--- config.mk ---
export PLATFORM = sky130hd
export DESIGN_NAME = fnorm_sched_flat
export DESIGN_NICKNAME = d
export VERILOG_FILES = /design/src/rtl/fnorm_sched_pkg.sv /design/src/rtl/fnorm_sched_if.sv /design/src/rtl/fnorm_rr_pick.sv /design/src/rtl/fnorm_sched.sv /design/src/flat_wrapper.sv
export SDC_FILE = /design/constraint.sdc
export NUM_CORES = 1
export LEC_CHECK = 0
export ABC_AREA = 1
export CAP_MARGIN = 30
export CORE_AREA = 2 2 218 220
export DETAILED_ROUTE_END_ITERATION = 7
export DIE_AREA = 0 0 220 222
export SLEW_MARGIN = 10
export SYNTH_ARGS = -nofsm -noshare
export SYNTH_HDL_FRONTEND = slang
export SYNTH_SLANG_ARGS = --single-unit
--- constraint.sdc ---
create_clock -name clk -period 11.1 [get_ports clk]
set_clock_uncertainty 0.2 [all_clocks]
set_input_delay 2.22 -clock clk [delete_from_list [all_inputs] [get_ports clk]]
set_output_delay 2.22 -clock clk [all_outputs]
set_load 0.02 [all_outputs]
--- src/rtl/fnorm_sched_pkg.sv ---
// Shared types and constants for the normalizer scheduler.
// Default widths match the standard 3-port, 9-bit-tag configuration.
package fpu_sched_pkg;

  localparam int NORM_W    = 82;
  localparam int NORM_LAT  = 2;
  localparam int NORM_NREQ = 3;
  localparam int NORM_TAGW = 9;

  typedef struct packed {
    logic                 vld;
    logic [NORM_NREQ-1:0] src;
    logic [NORM_TAGW-1:0] tag;
  } nslot_t;

endpackage

--- src/rtl/fnorm_sched_if.sv ---
// Requester/consumer side of the shared normalizer scheduler.
// The slave modport is the scheduler; the master is the issue/consume side.
interface fnorm_sched_if import fpu_sched_pkg::*; #(
  parameter int NREQ = NORM_NREQ,
  parameter int LAT  = NORM_LAT,
  parameter int TAGW = NORM_TAGW
);
  localparam int OCCW = $clog2(LAT + 1) + 1;

  logic [NREQ-1:0]             req_vld;
  logic [NREQ-1:0][NORM_W-1:0] req_A;
  logic [NREQ-1:0]             req_isDBL;
  logic [NREQ-1:0]             req_isEXT;
  logic [NREQ-1:0][TAGW-1:0]   req_tag;
  logic [NREQ-1:0]             req_gnt;
  logic [NREQ-1:0]             kill;
  logic                        res_vld;
  logic [NREQ-1:0]             res_src;
  logic [TAGW-1:0]             res_tag;
  logic [NORM_W-1:0]           res_data;
  logic                        res_rdy;
  logic [OCCW-1:0]             occ;

  modport slave (
    input  req_vld, req_A, req_isDBL, req_isEXT, req_tag, kill, res_rdy,
    output req_gnt, res_vld, res_src, res_tag, res_data, occ
  );

  modport master (
    output req_vld, req_A, req_isDBL, req_isEXT, req_tag, kill, res_rdy,
    input  req_gnt, res_vld, res_src, res_tag, res_data, occ
  );

endinterface

--- src/rtl/fnorm_rr_pick.sv ---
// Round-robin picker: rotate the eligible mask so rr_ptr is bit 0,
// isolate the lowest set bit, then rotate the one-hot grant back.
module fnorm_rr_pick #(
  parameter int NREQ = 3,
  parameter int PTRW = 2
) (
  input  logic [NREQ-1:0] i_elig,
  input  logic [PTRW-1:0] i_ptr,
  output logic [NREQ-1:0] o_gnt
);

  logic [NREQ-1:0] w_rot;
  logic [NREQ-1:0] w_rot_gnt;

  // NOTE: every output of a combinational block gets a default first, so
  // no path through the block leaves a value held and infers a latch.
  always_comb begin
    w_rot     = '0;
    w_rot_gnt = '0;
    o_gnt     = '0;
    for (int j = 0; j < NREQ; j++) begin
      for (int m = 0; m < NREQ; m++) begin
        if (m == (j + int'(i_ptr)) % NREQ) w_rot[j] = i_elig[m];
      end
    end
    w_rot_gnt = w_rot & (~w_rot + NREQ'(1));
    for (int j = 0; j < NREQ; j++) begin
      for (int m = 0; m < NREQ; m++) begin
        if (m == (j + int'(i_ptr)) % NREQ) o_gnt[m] = w_rot_gnt[j];
      end
    end
  end

endmodule

--- src/rtl/fnorm_sched.sv ---
// Shares one fixed-latency normalizeD pipe between NREQ issue ports,
// tracking owner and tag of each in-flight op alongside the pipe.
module fnorm_sched import fpu_sched_pkg::*; #(
  parameter int NREQ = NORM_NREQ,
  parameter int LAT  = NORM_LAT,
  parameter int TAGW = NORM_TAGW
) (
  input  logic              clk,
  input  logic              rst,
  fnorm_sched_if.slave      bus,
  output logic [NORM_W-1:0] nrm_A,
  output logic              nrm_isDBL,
  output logic              nrm_isEXT,
  output logic              nrm_en,
  output logic              nrm_clkEn,
  input  logic [NORM_W-1:0] nrm_res
);

  localparam int OCCW = $clog2(LAT + 1) + 1;
  localparam int PTRW = (NREQ > 1) ? $clog2(NREQ) : 1;

  typedef struct packed {
    logic            vld;
    logic [NREQ-1:0] src;
    logic [TAGW-1:0] tag;
  } slot_t;

  slot_t           r_slot [LAT];
  logic [PTRW-1:0] r_rr_ptr;
  logic [OCCW-1:0] r_occ;

  logic [LAT-1:0]  w_kill_hit;
  logic [OCCW-1:0] w_nkill;
  logic            w_res_vld;
  logic            w_stall;
  logic            w_acc;
  logic [NREQ-1:0] w_elig;
  logic [NREQ-1:0] w_gnt;
  logic [TAGW-1:0] w_gnt_tag;
  logic [PTRW-1:0] w_rr_nxt;

  // A killed output entry is masked here, which also releases any stall it held.
  always_comb begin
    w_kill_hit = '0;
    w_nkill    = '0;
    for (int k = 0; k < LAT; k++) begin
      w_kill_hit[k] = r_slot[k].vld & (|(r_slot[k].src & bus.kill));
      w_nkill       = w_nkill + OCCW'(w_kill_hit[k]);
    end
    w_res_vld = r_slot[LAT-1].vld & ~w_kill_hit[LAT-1];
    w_stall   = w_res_vld & ~bus.res_rdy;
    w_acc     = w_res_vld & bus.res_rdy;
    w_elig    = bus.req_vld & ~bus.kill & {NREQ{~w_stall & ~rst}};
  end

  fnorm_rr_pick #(
    .NREQ (NREQ),
    .PTRW (PTRW)
  ) u_pick (
    .i_elig (w_elig),
    .i_ptr  (r_rr_ptr),
    .o_gnt  (w_gnt)
  );

  always_comb begin
    nrm_A     = '0;
    nrm_isDBL = 1'b0;
    nrm_isEXT = 1'b0;
    w_gnt_tag = '0;
    w_rr_nxt  = r_rr_ptr;
    for (int i = 0; i < NREQ; i++) begin
      if (w_gnt[i]) begin
        nrm_A     = bus.req_A[i];
        nrm_isDBL = bus.req_isDBL[i];
        nrm_isEXT = bus.req_isEXT[i];
        w_gnt_tag = bus.req_tag[i];
        w_rr_nxt  = (i == NREQ - 1) ? '0 : PTRW'(i + 1);
      end
    end
  end

  assign nrm_en       = |w_gnt;
  assign nrm_clkEn    = ~w_stall;
  assign bus.req_gnt  = w_gnt;
  assign bus.res_vld  = w_res_vld;
  assign bus.res_src  = r_slot[LAT-1].src;
  assign bus.res_tag  = r_slot[LAT-1].tag;
  assign bus.res_data = nrm_res;
  assign bus.occ      = r_occ;

  // NOTE: state is updated with non-blocking assignments so every register
  // samples pre-edge values regardless of statement order.
  // NOTE: only the valid bits are reset; src/tag are don't-care while invalid,
  // so the payload flops need no reset.
  always_ff @(posedge clk) begin
    if (rst) begin
      for (int k = 0; k < LAT; k++) r_slot[k].vld <= 1'b0;
    end else if (!w_stall) begin
      r_slot[0] <= '{vld: nrm_en, src: w_gnt, tag: w_gnt_tag};
      for (int k = 1; k < LAT; k++) begin
        r_slot[k]     <= r_slot[k-1];
        r_slot[k].vld <= r_slot[k-1].vld & ~w_kill_hit[k-1];
      end
    end else begin
      for (int k = 0; k < LAT; k++) begin
        if (w_kill_hit[k]) r_slot[k].vld <= 1'b0;
      end
    end
  end

  always_ff @(posedge clk) begin
    if (rst) begin
      r_occ    <= '0;
      r_rr_ptr <= '0;
    end else begin
      r_occ <= r_occ + OCCW'(nrm_en) - OCCW'(w_acc) - w_nkill;
      if (nrm_en) r_rr_ptr <= w_rr_nxt;
    end
  end

endmodule

--- src/flat_wrapper.sv ---
// flat-port wrapper written by rule: the top's interface ports become plain ports
module fnorm_sched_flat import fpu_sched_pkg::*;
#(
  parameter int NREQ = NORM_NREQ,
  parameter int LAT  = NORM_LAT,
  parameter int TAGW = NORM_TAGW
)
  (clk, rst, nrm_A, nrm_isDBL, nrm_isEXT, nrm_en, nrm_clkEn, nrm_res, bus_req_vld, bus_req_A, bus_req_isDBL, bus_req_isEXT, bus_req_tag, bus_kill, bus_res_rdy, bus_req_gnt, bus_res_vld, bus_res_src, bus_res_tag, bus_res_data, bus_occ);
  fnorm_sched_if #(.NREQ(NREQ), .LAT(LAT), .TAGW(TAGW)) bus_i ();
  input  logic clk;
  input  logic rst;
  output logic [NORM_W-1:0] nrm_A;
  output logic nrm_isDBL;
  output logic nrm_isEXT;
  output logic nrm_en;
  output logic nrm_clkEn;
  input  logic [NORM_W-1:0] nrm_res;
  input wire logic [$bits(bus_i.req_vld)-1:0] bus_req_vld;
  input wire logic [$bits(bus_i.req_A)-1:0] bus_req_A;
  input wire logic [$bits(bus_i.req_isDBL)-1:0] bus_req_isDBL;
  input wire logic [$bits(bus_i.req_isEXT)-1:0] bus_req_isEXT;
  input wire logic [$bits(bus_i.req_tag)-1:0] bus_req_tag;
  input wire logic [$bits(bus_i.kill)-1:0] bus_kill;
  input wire logic [$bits(bus_i.res_rdy)-1:0] bus_res_rdy;
  output wire logic [$bits(bus_i.req_gnt)-1:0] bus_req_gnt;
  output wire logic [$bits(bus_i.res_vld)-1:0] bus_res_vld;
  output wire logic [$bits(bus_i.res_src)-1:0] bus_res_src;
  output wire logic [$bits(bus_i.res_tag)-1:0] bus_res_tag;
  output wire logic [$bits(bus_i.res_data)-1:0] bus_res_data;
  output wire logic [$bits(bus_i.occ)-1:0] bus_occ;
  assign bus_i.req_vld = bus_req_vld;
  assign bus_i.req_A = bus_req_A;
  assign bus_i.req_isDBL = bus_req_isDBL;
  assign bus_i.req_isEXT = bus_req_isEXT;
  assign bus_i.req_tag = bus_req_tag;
  assign bus_i.kill = bus_kill;
  assign bus_i.res_rdy = bus_res_rdy;
  assign bus_req_gnt = bus_i.req_gnt;
  assign bus_res_vld = bus_i.res_vld;
  assign bus_res_src = bus_i.res_src;
  assign bus_res_tag = bus_i.res_tag;
  assign bus_res_data = bus_i.res_data;
  assign bus_occ = bus_i.occ;
  fnorm_sched #(.NREQ(NREQ), .LAT(LAT), .TAGW(TAGW)) u_core (.clk(clk), .rst(rst), .bus(bus_i), .nrm_A(nrm_A), .nrm_isDBL(nrm_isDBL), .nrm_isEXT(nrm_isEXT), .nrm_en(nrm_en), .nrm_clkEn(nrm_clkEn), .nrm_res(nrm_res));
endmodule
Word level (Yosys, flattened, before mapping)
Memories as Yosys holds them, arrays and structs flattened.
Cells that the tools add are included.
Cells by class
  add/sub/neg operators: 7
  multipliers: 0
  div/mod/pow operators: 3
  order comparisons: 0
  equal/unequal tests: 6
  shifts and indexed selects: 0
  muxes and demuxes: 51
  bitwise operators: 24
  reductions and logical operators: 8
Operators by type and width (number)
  two-way mux 82 bit: 3
  equality test 2 x 32 -> 1 bit (first input constant): 3
  equality test 3 x 32 -> 1 bit (first input constant): 3
  zero test 32 bit: 3
  remainder unit 32 x 3 -> 32 bit (second input constant): 2
  two-way mux 1 bit: 42
  remainder unit 3 x 3 -> 32 bit (second input constant): 1
  two-way mux 9 bit: 3
  bitwise AND 3 bit: 5
  OR reduction 3 bit: 3
  bitwise AND 1 bit: 7
  two-way mux 2 bit: 3
  inverter 3 bit: 2
  inverter 1 bit: 5
  bitwise OR 1 bit: 5
  adder 1 x 2 -> 3 bit (first input constant): 1
  adder 2 x 2 -> 3 bit (first input constant): 1
  adder 3 x 1 -> 3 bit: 1
  adder 3 x 1 -> 3 bit (second input constant): 1
  nonzero test 3 bit: 1
  subtractor 3 x 1 -> 3 bit: 1
  subtractor 3 bit: 1
  adder 1 x 1 -> 2 bit: 1
  AND reduction 2 bit: 1
Word-level totals
  flip-flop bits (word level): 5
  bits in latches: 0
  memory bits (writable): 26
  ROM bits: 0
  bits of input ports: 370
  logic and storage cells: 102
  memories kept: 1
Memory list
  u_core.r_slot: depth 2, bits a word 13, rd ports 2, clocked after memory_dff 0, wr ports 2, line fnorm_sched.sv:28  | slot_t r_slot [LAT];

Logic depth before layout (Yosys ltp)
An unclocked memory read counts as a cell.
  word-level depth: 23
  mapped depth: 23
  mapped depth without buffers: 22

Modules after synthesis
A second synthesis with hierarchy kept.
Second synthesis, totals
  cell total of the unflattened synthesis: 675
  area, all modules: 4097.7 um2
Modules (own cells, without submodules)
  fnorm_sched: times used 1, cells each 628, area an instance 3862.5 um2, seq. area each 860.8 um2
  fnorm_rr_pick: times used 1, cells each 47, area an instance 235.2 um2, seq. area each 0.0 um2

Worst setup path after synthesis
No wires, ideal clock.
  path type: input -> output
  start: input bus_kill[0]
  end: output nrm_A[32]
  arrival time: 3968 ps
  data required time: 8680 ps
  setup slack: 4712 ps
  stages on the path: 16
  path through: nand2_1 > nand2_1 > nor2_2 > nand3_2 > nand2_2 > inv_2 > nand2_1 > inv_2 > nand2_1 > nand2_1 > nand4_1 > nand2_2 > buf_4 > buf_4 > nand3_1 > nand2_1
On the way
  word-level cells in the longest chain between the ends: 21
Ends and longest elaborated chain
  start, declared: line flat_wrapper.sv:23  | input wire logic [$bits(bus_i.kill)-1:0] bus_kill;
  bitwise AND 3 bit: line fnorm_sched.sv:47  | w_kill_hit[k] = r_slot[k].vld & (|(r_slot[k].src & bus.kill));
  OR reduction 3 bit: line fnorm_sched.sv:47
  bitwise AND 1 bit: line fnorm_sched.sv:47
  inverter 1 bit: line fnorm_sched.sv:50  | w_res_vld = r_slot[LAT-1].vld & ~w_kill_hit[LAT-1];
  bitwise AND 1 bit: line fnorm_sched.sv:50
  bitwise AND 1 bit: line fnorm_sched.sv:51  | w_stall = w_res_vld & ~bus.res_rdy;
  inverter 1 bit: line fnorm_sched.sv:53  | w_elig = bus.req_vld & ~bus.kill & {NREQ{~w_stall & ~rst}};
  bitwise AND 1 bit: line fnorm_sched.sv:53
  bitwise AND 3 bit *: line fnorm_sched.sv:53
  two-way mux 1 bit (3 in series): line fnorm_rr_pick.sv:23  | if (m == (j + int'(i_ptr)) % NREQ) w_rot[j] = i_elig[m];
  inverter 3 bit: line fnorm_rr_pick.sv:26  | w_rot_gnt = w_rot & (~w_rot + NREQ'(1));
  adder 3 x 1 -> 3 bit: line fnorm_rr_pick.sv:26
  bitwise AND 3 bit *: line fnorm_rr_pick.sv:26
  two-way mux 1 bit (3 in series): line fnorm_rr_pick.sv:29  | if (m == (j + int'(i_ptr)) % NREQ) o_gnt[m] = w_rot_gnt[j];
  two-way mux 82 bit (2 in series): line fnorm_sched.sv:72  | if (w_gnt[i]) begin
  two-way mux 82 bit *: line fnorm_sched.sv:72
  end, declared: line flat_wrapper.sv:12  | output logic [NORM_W-1:0] nrm_A;
Every way passes the cells marked *; elsewhere a longest branch is shown, timed or not.

Final worst setup path
  start: input bus_kill[1]
  end: output nrm_A[35]
Same word-level chain as after synthesis.

==> impl_metrics.toml <==
[status]
outcome = "finished clean"

[clocking]
cts_buffers = 5
ctsHoldBuffers = 0
clk_latency_ns = 0.27
clock-sinks = 31
post_cts_buffers = 0
root_buffer = "clkbuf_16"
h-tree-depth = 2
cts.clk_slew.worst_paths_ns = 0.05
clock_path_buffers = 2
cts-resized-gates = 0
cts_tree = "built"

[routing]
drt-initial-drc-count = 321
post_drt_wl_per_cell_um = 17.5
wl_um = 25400
drc = 0
ant_nets = 0
first_pass_iters = 7
num_vias = 5205
avgViaCountPerCell = 3.57

[power_and_ir_drop]
leakagePower_nw = 3.11
total_power_w = 0.00226
p_clk_share_pct = 5.6
p_seq_share_pct = 8.3
power.switching_w = 0.00120
p_sw_share_pct = 53.3
p_comb_share_pct = 86.2
vdd_ir_drop_max_mv = 0.159
powerDensity_nw_per_um2 = 284
internal-power_w = 0.00105

[run]
cap_violations = 0

[yosys]
synth.area.top_cells = "buf_4 (20%), edfxtp_1 (18%), a22oi_1 (17%)"
synthTopCellsByCount = "nand2_1 (126), buf_4 (106), nand3_1 (98)"
yosys_most_used_dff = "edfxtp_1"
yosys_register_bits = 31
seq_area_frac_synth_pct = 21.3
synth.avg_cell_area_um2 = 6.96
syn_nets = 957
ys_async_sr_fraction_pct = 0
synth.most_common_cell = "nand2_1"
synthCells = 580
synth_cell_types = 26
synth_top_area_share_pct = 19.7
yosysTopAreaCell = "buf_4"
synth_edf_count = 24
ys_warn_count = 0
syn_area_um2 = 4040

[timing]
max_slew_margin_pct = 39.4
post-route-period-util_pct = 86.5
final_max_slew_viol_count = 0
setup_slack_ns = 1.50
holdWs_ns = 0.312
final_hold_viol_count = 0
tns_ns = 0
worstMarginPinSlew_ns = 0.910
fmax_ghz = 0.104
min_period_ns = 9.60
setup_violations = 0
rsz0062_at_grt = "no"

[global_routing]
grt_max_degree = 60
grt_pass1_vias = 5113
antenna_found_initial = 3
grt_pass1_wl_um = 35000
grtUsageTotal_pct = 9.74
grt_overflow_total = 0

[die]
die_x_um = 220
core_um2 = 46300
start_util_pct = 8.73
dieArea_um2 = 48800
rows = 79
die_h_um = 222
io_pins = 557

[critical_path]
crit_chain = "clkdlybuf4s50_1 -> nand2_1 -> nand2_1 -> nor2_2 -> nand3_2 -> nand2_2 -> inv_2 -> nand2_1 -> inv_2 -> nand2_1 -> nand2_1 -> nand4_1 -> nand2_4 -> clkinv_2 -> buf_4 -> nand3_1 -> nand2_1 -> clkdlybuf4s50_1"
crit_fanout = 57
worstPathRequired_ns = 8.68
cp.arrival_ns = 7.18
r2r_setup_slack_ns = 6.44
critPathCaptureType = "primary output"
crit_type = "in2out"
cpMostUsedCell = "nand2_1"
cpPeakStageDelay_ns = 0.88
cpMaxStageDelayCell = "clkinv_2"
start_kind = "primary input"

[place]
gp_congestion = 0.944
dp_hpwl_um = 21600
postPlaceCellArea_um2 = 7790
port_buffers = 392
post-place-ws_ns = 1.44

[cells_and_area]
n_fill_cell = 5233
multi_input_area_um2 = 2060
area_growth_pct = 96.6
post-route-cell-area_um2 = 7940
ff_latch_area_um2 = 861
fin_nets = 1224
layout-drive-gt1-share_pct = 3.07

[min_path]
hold_class = "reg2reg"
## cell usage in the layout (no fill, tap or decap)
cell type and instances:
nor3_1 1, clkdlybuf4s50_1 392, xor2_1 1, buf_4 4, nand3_2 1, clkbuf_1 1, nor2_4 1, buf_16 1
nand4_1 8, o21ai_0 6, nand2_4 2, diode_2 2, clkinvlp_4 1, edfxtp_1 24, inv_1 31, nor2_2 3
nand3_1 98, o21ai_4 1, o211ai_1 1, a21oi_1 4, ha_1 5, inv_2 4, fa_1 2, nand2_2 1
clkinv_2 2, nor2_1 21, dfxtp_1 7, nand2_1 126, clkbuf_16 5, a22oi_1 93, nand3b_1 1
## worst paths after layout
kind                       start                 end  depth (start not counted)
max                  bus_kill[1]           nrm_A[35]                         18
min           u_core.r_rr_ptr[1]  u_core.r_rr_ptr[1]                          2
max reg2reg  u_core.r_slot[1][9]   u_core.bus.occ[2]                         23
min reg2reg   u_core.r_rr_ptr[1]  u_core.r_rr_ptr[1]                          2
## layout make-up
type	count	area share (%)
repair buffers	397	50.1
multi-input cells	376	25.9
flip-flops and latches	31	10.8
well taps	607	9.56
inverters	36	1.72
clock buffers	6	1.62
clock inverters	2	0.158
diodes	2	0.0630
## cells by family (layout without fill, tap and decap cells)
family	after synthesis	in the layout	synth area share, %
AO/OA/AOI/OAI	105	105	18.9
XOR/XNOR	1	1	0.217
adder cells (fa/ha/maj)	7	7	2.54
buffers and inverters	173	441	28.2
flip-flops	31	31	21.3
other	0	2	0
AND/OR/NAND/NOR	263	263	28.8
## stage by stage
step,cells,utilization [%]
6_report,1457,17.2
3_3_place_gp,1446,16.8
4_1_cts,1455,17.2
2_1_floorplan,580,-
3_5_place_dp,1447,16.9
5_1_grt,1457,17.2
## worst max-delay path: cells and delay by family
family / cells / cell delay (ns)
buffers and inverters: 6 / 3.03
AND/OR/NAND/NOR: 12 / 1.88
## registers in the layout (all words and copies together), names as in the netlist
| register | cells |
|---|---|
| u_core.r_slot | 26 |
| u_core.bus.occ | 3 |
| u_core.r_rr_ptr | 2 |
## metal layers
metal,track usage [%],part of all wire (%)
met1,9.88,33
met2,17.8,52
met3,3.58,11
met4,4.01,4.3
met5,0,0
## power by group through the flow
| stage | registers, W | logic [W] | clock network [W] |
|---|---|---|---|
| global route | 0.000190 | 0.00208 | 0.000133 |
| CTS | 0.000187 | 0.00196 | 0.000128 |
| floorplan | 0.000190 | 0.00118 | 0 |
| finish | 0.000186 | 0.00194 | 0.000126 |
| detailed placement | 0.000189 | 0.00195 | 0 |
| global placement | 0.000189 | 0.00193 | 0 |
Note: power is estimated with default switching activity, not from simulation.
